$ cat src/rtl/tcp_pkg.sv
// Shared TCP datapath types: TX control commands issued by the per-connection
// state managers to the TX packet generator.
package tcp_pkg;

  typedef enum logic [2:0] {
    TX_CTRL_NOP       = 3'd0,
    TX_CTRL_SEND_SYN  = 3'd1,
    TX_CTRL_SEND_SYNACK = 3'd2,
    TX_CTRL_SEND_ACK  = 3'd3,
    TX_CTRL_SEND_FIN  = 3'd4,
    TX_CTRL_SEND_RST  = 3'd5,
    TX_CTRL_SEND_DATA = 3'd6,
    TX_CTRL_SEND_KEEPALIVE = 3'd7
  } tx_ctrl_t;

endpackage

$ cat src/rtl/tcp_tx_ctrl_arbiter.sv
// Round-robin arbiter sharing one TX packet generator between NUM_STREAMS
// tcp_state_manager requesters; one command per two cycles at peak.
module tcp_tx_ctrl_arbiter #(
  parameter int unsigned NUM_STREAMS = 4,
  parameter int unsigned IDX_W       = $clog2(NUM_STREAMS)
) (
  input  logic                                i_clk,
  input  logic                                i_rst,
  input  logic                                i_enable,
  input  tcp_pkg::tx_ctrl_t [NUM_STREAMS-1:0] i_tx_ctrl,
  input  logic [NUM_STREAMS-1:0]              i_tx_ctrl_valid,
  output logic [NUM_STREAMS-1:0]              o_tx_ctrl_ack,
  output tcp_pkg::tx_ctrl_t                   o_tx_ctrl,
  output logic [IDX_W-1:0]                    o_tx_ctrl_stream,
  output logic                                o_tx_ctrl_valid,
  input  logic                                i_tx_ctrl_ack
);

  import tcp_pkg::*;

  localparam int unsigned CW = IDX_W + 1;

  typedef enum logic {
    ARB   = 1'b0,
    GRANT = 1'b1
  } state_t;

  state_t            state;
  logic [IDX_W-1:0]  gidx;
  logic [IDX_W-1:0]  rr_ptr;
  tx_ctrl_t          gcmd;

  logic              found_c;
  logic [IDX_W-1:0]  sel_c;
  logic [CW-1:0]     cand_c;
  logic              grant_active_c;
  logic              gvalid_c;
  logic              handshake_c;
  logic [IDX_W-1:0]  rr_next_c;

  // First requester at or after rr_ptr, wrapping past the last stream.
  always_comb begin
    found_c = 1'b0;
    sel_c   = '0;
    cand_c  = '0;
    for (int unsigned k = 0; k < NUM_STREAMS; k++) begin
      cand_c = {1'b0, rr_ptr} + CW'(k);
      if (cand_c >= CW'(NUM_STREAMS)) begin
        cand_c = cand_c - CW'(NUM_STREAMS);
      end
      if (!found_c && i_tx_ctrl_valid[IDX_W'(cand_c)]) begin
        found_c = 1'b1;
        sel_c   = IDX_W'(cand_c);
      end
    end
  end

  // Disable and reset both suppress the grant in the cycle they are seen.
  assign grant_active_c = (state == GRANT) && i_enable && !i_rst;
  assign gvalid_c       = i_tx_ctrl_valid[gidx];
  assign handshake_c    = grant_active_c && gvalid_c && i_tx_ctrl_ack;
  assign rr_next_c      = (gidx == IDX_W'(NUM_STREAMS - 1)) ? '0 : gidx + IDX_W'(1);

  always_comb begin
    o_tx_ctrl_ack = '0;
    for (int unsigned i = 0; i < NUM_STREAMS; i++) begin
      o_tx_ctrl_ack[i] = handshake_c && (gidx == IDX_W'(i));
    end
  end

  assign o_tx_ctrl_valid  = grant_active_c && gvalid_c;
  assign o_tx_ctrl        = grant_active_c ? gcmd : TX_CTRL_NOP;
  assign o_tx_ctrl_stream = grant_active_c ? gidx : '0;

  always_ff @(posedge i_clk) begin
    if (i_rst) begin
      state  <= ARB;
      rr_ptr <= '0;
      gidx   <= '0;
      gcmd   <= TX_CTRL_NOP;
    end else if (!i_enable) begin
      state  <= ARB;
      rr_ptr <= '0;
    end else begin
      case (state)
        ARB: begin
          if (found_c) begin
            state <= GRANT;
            gidx  <= sel_c;
            gcmd  <= i_tx_ctrl[sel_c];
          end
        end
        GRANT: begin
          // A withdrawn request releases the grant without moving the pointer.
          if (!gvalid_c) begin
            state <= ARB;
          end else if (i_tx_ctrl_ack) begin
            state  <= ARB;
            rr_ptr <= rr_next_c;
          end
        end
        default: state <= ARB;
      endcase
    end
  end

endmodule

$ cat config.mk
export PLATFORM = sky130hd
export DESIGN_NAME = tcp_tx_ctrl_arbiter
export DESIGN_NICKNAME = d
export VERILOG_FILES = /design/src/rtl/tcp_pkg.sv /design/src/rtl/tcp_tx_ctrl_arbiter.sv
export SDC_FILE = /design/constraint.sdc
export NUM_CORES = 1
export LEC_CHECK = 0
export ABC_AREA = 1
export CORE_UTILIZATION = 42
export DETAILED_ROUTE_END_ITERATION = 10
export GPL_ROUTABILITY_DRIVEN = 0
export PLACE_DENSITY = 0.76
export SLEW_MARGIN = 20
export SYNTH_ARGS = -nofsm -noshare
export SYNTH_HDL_FRONTEND = slang
export SYNTH_SLANG_ARGS = --single-unit
$ cat constraint.sdc
create_clock -name i_clk -period 1.7 [get_ports i_clk]
set_clock_uncertainty 0.15 [all_clocks]
set_input_delay 0.51 -clock i_clk [delete_from_list [all_inputs] [get_ports i_clk]]
set_output_delay 0.51 -clock i_clk [all_outputs]
set_load 0.03 [all_outputs]
==> flow_summary.json, run 1 <==
{
  "netlist_instances": 162,
  "synth_compound_area_share_pct": 9.702,
  "ys_types": 22,
  "synth-simple-area-share_pct": 50.84,
  "synthMuxAreaShare_pct": 0,
  "stop_stage": "global routing (5_1_grt)",
  "outcome": "did not finish",
  "die_h_um": 49.99,
  "error": "[ERROR DPL-0038] Utilization greater than 100%, impossible to legalize",
  "yosys.area_share.xor_xnor_pct": 0,
  "worst-ep-kind": "primary output",
  "grt_max_degree": 8,
  "clk_path_buf_depth": 2,
  "synth_top_family_by_area": "simple AND/OR/NAND/NOR gates",
  "syn_avg_cell_area_um2": 5.970,
  "synth_area_um2": 967.2,
  "cts.sinks": 8,
  "ios": 30,
  "yosys_warnings": 0,
  "dp_hpwl_um": 2300,
  "port-buffer-count": 29,
  "dieWidth_um": 49.99,
  "postGrtWorstEndpoint": "o_tx_ctrl_ack[2]",
  "cts_buffers": 3,
  "fp-row-count": 17,
  "ys_ff_latch": 8,
  "clockRootBuffer": "clkbuf_4",
  "synthAdderAreaFrac_pct": 5.175,
  "seq_area_frac_synth_pct": 16.56,
  "initial_core_util_pct": 44.15,
  "cts_htree_levels": 1,
  "syn_nets": 186
}
-- synthesized netlist by cell type --
library cell  instances  area, um^2
a211oi_1              2       15.01
a21oi_1               8       40.04
buf_6                 1       11.26
dfxtp_1               8       160.2
ha_1                  4       50.05
inv_1                35       131.4
inv_2                 3       11.26
inv_4                 1       6.260
inv_8                 1       11.26
nand2_1              38       142.6
nand2_2              13       81.33
nand2_4               2       22.52
nand3_1              15       75.07
nand3_2               2       20.02
nand3_4               2       35.03
nand4_1               6       37.54
nand4_2               1       12.51
nor2_1               12       45.04
nor2_8                1       20.02
o21ai_0               3       15.01
o21ai_1               3       15.01
o32ai_1               1       8.760
-- cells by family after synthesis --
kind of cell,after synthesis
AND/OR/NAND/NOR,92
buffers and inverters,41
flip-flops,8
AO/OA/AOI/OAI,17
adder cells (fa/ha/maj),4
-- through the flow --
step / TNS [ps] / util (%) / std cells / cell area (um^2) / setup WS [ps]
after floorplan: -2305 / - / 162 / 1046 / -368.4
after global placement: -13330 / 71.67 / 246 / 1570 / -972.8
after detailed placement: -14220 / 71.67 / 246 / 1570 / -1003
after CTS: -3736 / 88.64 / 264 / 1942 / -412.0
-- timing repair --
| item | CTS |
|---|---|
| buffers inserted | 22 |
| resized for setup | 94 |
| hold buffers | 0 |
| pin swaps | 31 |
| cloned | 2 |
| setup endpoints to repair | 18 |
==> inputs of run 2 (changes only) <==
--- a/config.mk
+++ b/config.mk
@@ -6,10 +6,11 @@
 export NUM_CORES = 1
 export LEC_CHECK = 0
 export ABC_AREA = 1
-export CORE_UTILIZATION = 42
+export CORE_AREA = 2 2 63 65
 export DETAILED_ROUTE_END_ITERATION = 10
+export DIE_AREA = 0 0 65 67
 export GPL_ROUTABILITY_DRIVEN = 0
-export PLACE_DENSITY = 0.76
+export PLACE_DENSITY_LB_ADDON = 0.15
 export SLEW_MARGIN = 20
 export SYNTH_ARGS = -nofsm -noshare
 export SYNTH_HDL_FRONTEND = slang
==> constraint.sdc (replaced) <==
create_clock -name i_clk -period 2.21 [get_ports i_clk]
set_clock_uncertainty 0.15 [all_clocks]
set_input_delay 0.663 -clock i_clk [delete_from_list [all_inputs] [get_ports i_clk]]
set_output_delay 0.663 -clock i_clk [all_outputs]
set_load 0.03 [all_outputs]
==> flow_summary.json, run 2 <==
{
  "outcome": "complete, but fails checks",
  "violations": "setup timing",
  "synth_area_leaders": "dfxtp_1 17%, nand2_1 15%, inv_1 14%",
  "powerDensity_nw_per_um2": 361.4,
  "hold_path.startpoint": "gidx[1]",
  "nNetsFinal": 249,
  "met1Wirelength_um": 1197,
  "grt_max_degree": 11,
  "max_freq_mhz": 426.3,
  "synth_area_um2": 967.2,
  "clk_pin_slew_ps": 40,
  "top_layer": "met3",
  "critPathLaunchType": "input port",
  "wl_um": 2827,
  "ys_types": 22,
  "dp_hpwl_um": 2316,
  "r2r_slack_ps": 300,
  "ys_ff_latch": 8,
  "required_ps": 1400,
  "slew_headroom_pct": 84.38,
  "top_regs": "gcmd: 3 flops, gidx: 2 flops, rr_ptr: 2 flops",
  "yosys.area.top_type": "dfxtp_1",
  "cts_htree_levels": 1,
  "ios": 30,
  "crit_arrival_ps": 1530,
  "rsz0062_at_grt": "true",
  "synth.most_common_cell": "nand2_1",
  "post-route-cell-area_um2": 1730,
  "cts_tree": "yes",
  "r2r_cells": 13,
  "nFillCells": 385,
  "clkLatencyLatePin_ps": 230,
  "synth_edf_count": 0,
  "initial_core_util_pct": 26.82,
  "leakagePower_nw": 0.8687,
  "cts_buffers": 3,
  "grt_usage_pct": 13.25,
  "antenna_left": 0,
  "critPathCaptureType": "output port",
  "ys.flop_type": "dfxtp_1",
  "stdcell_count": 271,
  "die_area_um2": 4355,
  "drive_above_1_share_pct": 44.39,
  "grt_pass1_vias": 1145,
  "yosysTopAreaCellShare_pct": 16.56,
  "drv_slew": 0,
  "seq_area_frac_synth_pct": 16.56,
  "hp-class": "reg -> reg",
  "viasPerCell": 4.461,
  "syn_nets": 186,
  "die_h_um": 67,
  "peakVddDrop_v": 0.0001806,
  "critPathMaxFanout": 4,
  "largest-register": "gcmd",
  "hold_slack_ps": 404.7,
  "yosys_warnings": 0,
  "tightest_slew_ps": 232.7,
  "overflow": 0,
  "hold_viol": 0,
  "utilization_pct": 47.99,
  "maxCapViolations": 0,
  "first_iter_violations": 61,
  "drcViolationCount": 0,
  "fin_crit_sh_pct": 106.1,
  "holdPathEnd": "gidx[1]",
  "clockRootBuffer": "clkbuf_8",
  "antenna_found_initial": 0,
  "grt_pass1_wl_um": 4650,
  "placed_cell_area_um2": 1529,
  "path_class": "in -> out",
  "area_delta_synth_final_pct": 78.91,
  "clk_path_buf_depth": 2,
  "detail_route.wl_per_cell_um": 10.43,
  "drt_first_pass_iters": 4,
  "fin_crit_ps": 2346,
  "netlist_instances": 162,
  "synth_commonest_cells": "38 x nand2_1, 35 x inv_1, 15 x nand3_1",
  "timing.final.ws_setup_ps": -135.7,
  "coreArea_um2": 3606,
  "route.met3.wl_um": 121,
  "fp-row-count": 22,
  "final_common_cell": "nand2_1",
  "syn_avg_cell_area_um2": 5.970,
  "hold_depth": 2,
  "dp.cells": 262,
  "cts.sinks": 8,
  "vias": 1209,
  "setup.worst_path.start": "i_tx_ctrl_ack",
  "layout_common_cells": "34 x nand2_1, 29 x inv_1, 29 x buf_4",
  "port-buffer-count": 29,
  "antenna_cells": 0,
  "worstReg2RegStart": "rr_ptr[0]",
  "r2r_end": "gidx[0]",
  "dp_worst_setup_slack_ps": -808.7,
  "async_flop_share_pct": 0,
  "dieWidth_um": 65,
  "largest_register_ffs": 3,
  "wl_met2_um": 1508,
  "setup_viol_count_final": 5
}
==> run 2: cell counts after synthesis <==
No cell type changed its count.
==> run 2: how the worst max path moves through the flow <==
stage	to	slack [ps]	depth (start not counted)
after detailed placement	o_tx_ctrl_ack[0]	-810	10
final	o_tx_ctrl_ack[0]	-140	4
after global placement	o_tx_ctrl_ack[0]	-780	10
after floorplan	o_tx_ctrl_ack[0]	-170	8
after global routing	o_tx_ctrl_ack[3]	-230	10
after CTS	o_tx_ctrl_ack[0]	-150	10
==> run 2: through the flow <==
stage / power (mW) / TNS (ps)
after CTS: 0.6092 / -1055
after floorplan: 0.3096 / -601.8
final: 0.6254 / -655.9
after global routing: 0.6727 / -1140
after detailed placement: 0.4220 / -9248
after global placement: 0.4160 / -8908
==> run 2: final cells by class <==
| cell class | instances | area, um^2 | area share (%) |
|---|---|---|---|
| Clock buffer | 3 | 41.29 | 2.386 |
| Inverter | 40 | 177.7 | 10.27 |
| Multi-Input combinational cell | 113 | 758.2 | 43.82 |
| Sequential cell | 8 | 160.2 | 9.255 |
| Tap cell | 48 | 60.06 | 3.471 |
| Timing Repair Buffer | 59 | 533.0 | 30.80 |
==> run 2: timing repair <==
action,CTS,global route
hold buffers,0,0
pin swaps,8,7
resized for setup,44,21
setup endpoints to repair,16,14
setup buffers,3,3
==> run 2: kinds of logic (layout without fill, tap and decap cells) <==
family          count (synthesis)  after routing  share of synthesized area [%]
compound gates                 17             17                          9.701
fa+ha+maj                       4              4                          5.175
buf+inv                        41            102                          17.72
flops                           8              8                          16.56
simple gates                   92             92                          50.84
==> run 2: power by group <==
part,internal (mW),total (mW),switching (mW)
Sequential,0.157,0.163,0.00631
Combinational,0.135,0.289,0.154
Clock,0.118,0.173,0.0555
==> run 2: critical path, stage by stage <==
cell             delay [ps]
clkdlybuf4s50_1         530
nand2_4                 110
nor2_4                   90
buf_6                   130
==> run 2: layer usage <==
| metal | vias to the layer above | GRT usage (%) |
|---|---|---|
| li1 | 627 | - |
| met1 | 545 | 15.64 |
| met2 | 37 | 25.13 |
| met3 | 0 | 1.689 |
| met4 | 0 | 3.191 |
| met5 | - | 0 |
No activity file was read; power rests on OpenSTA's default activity.
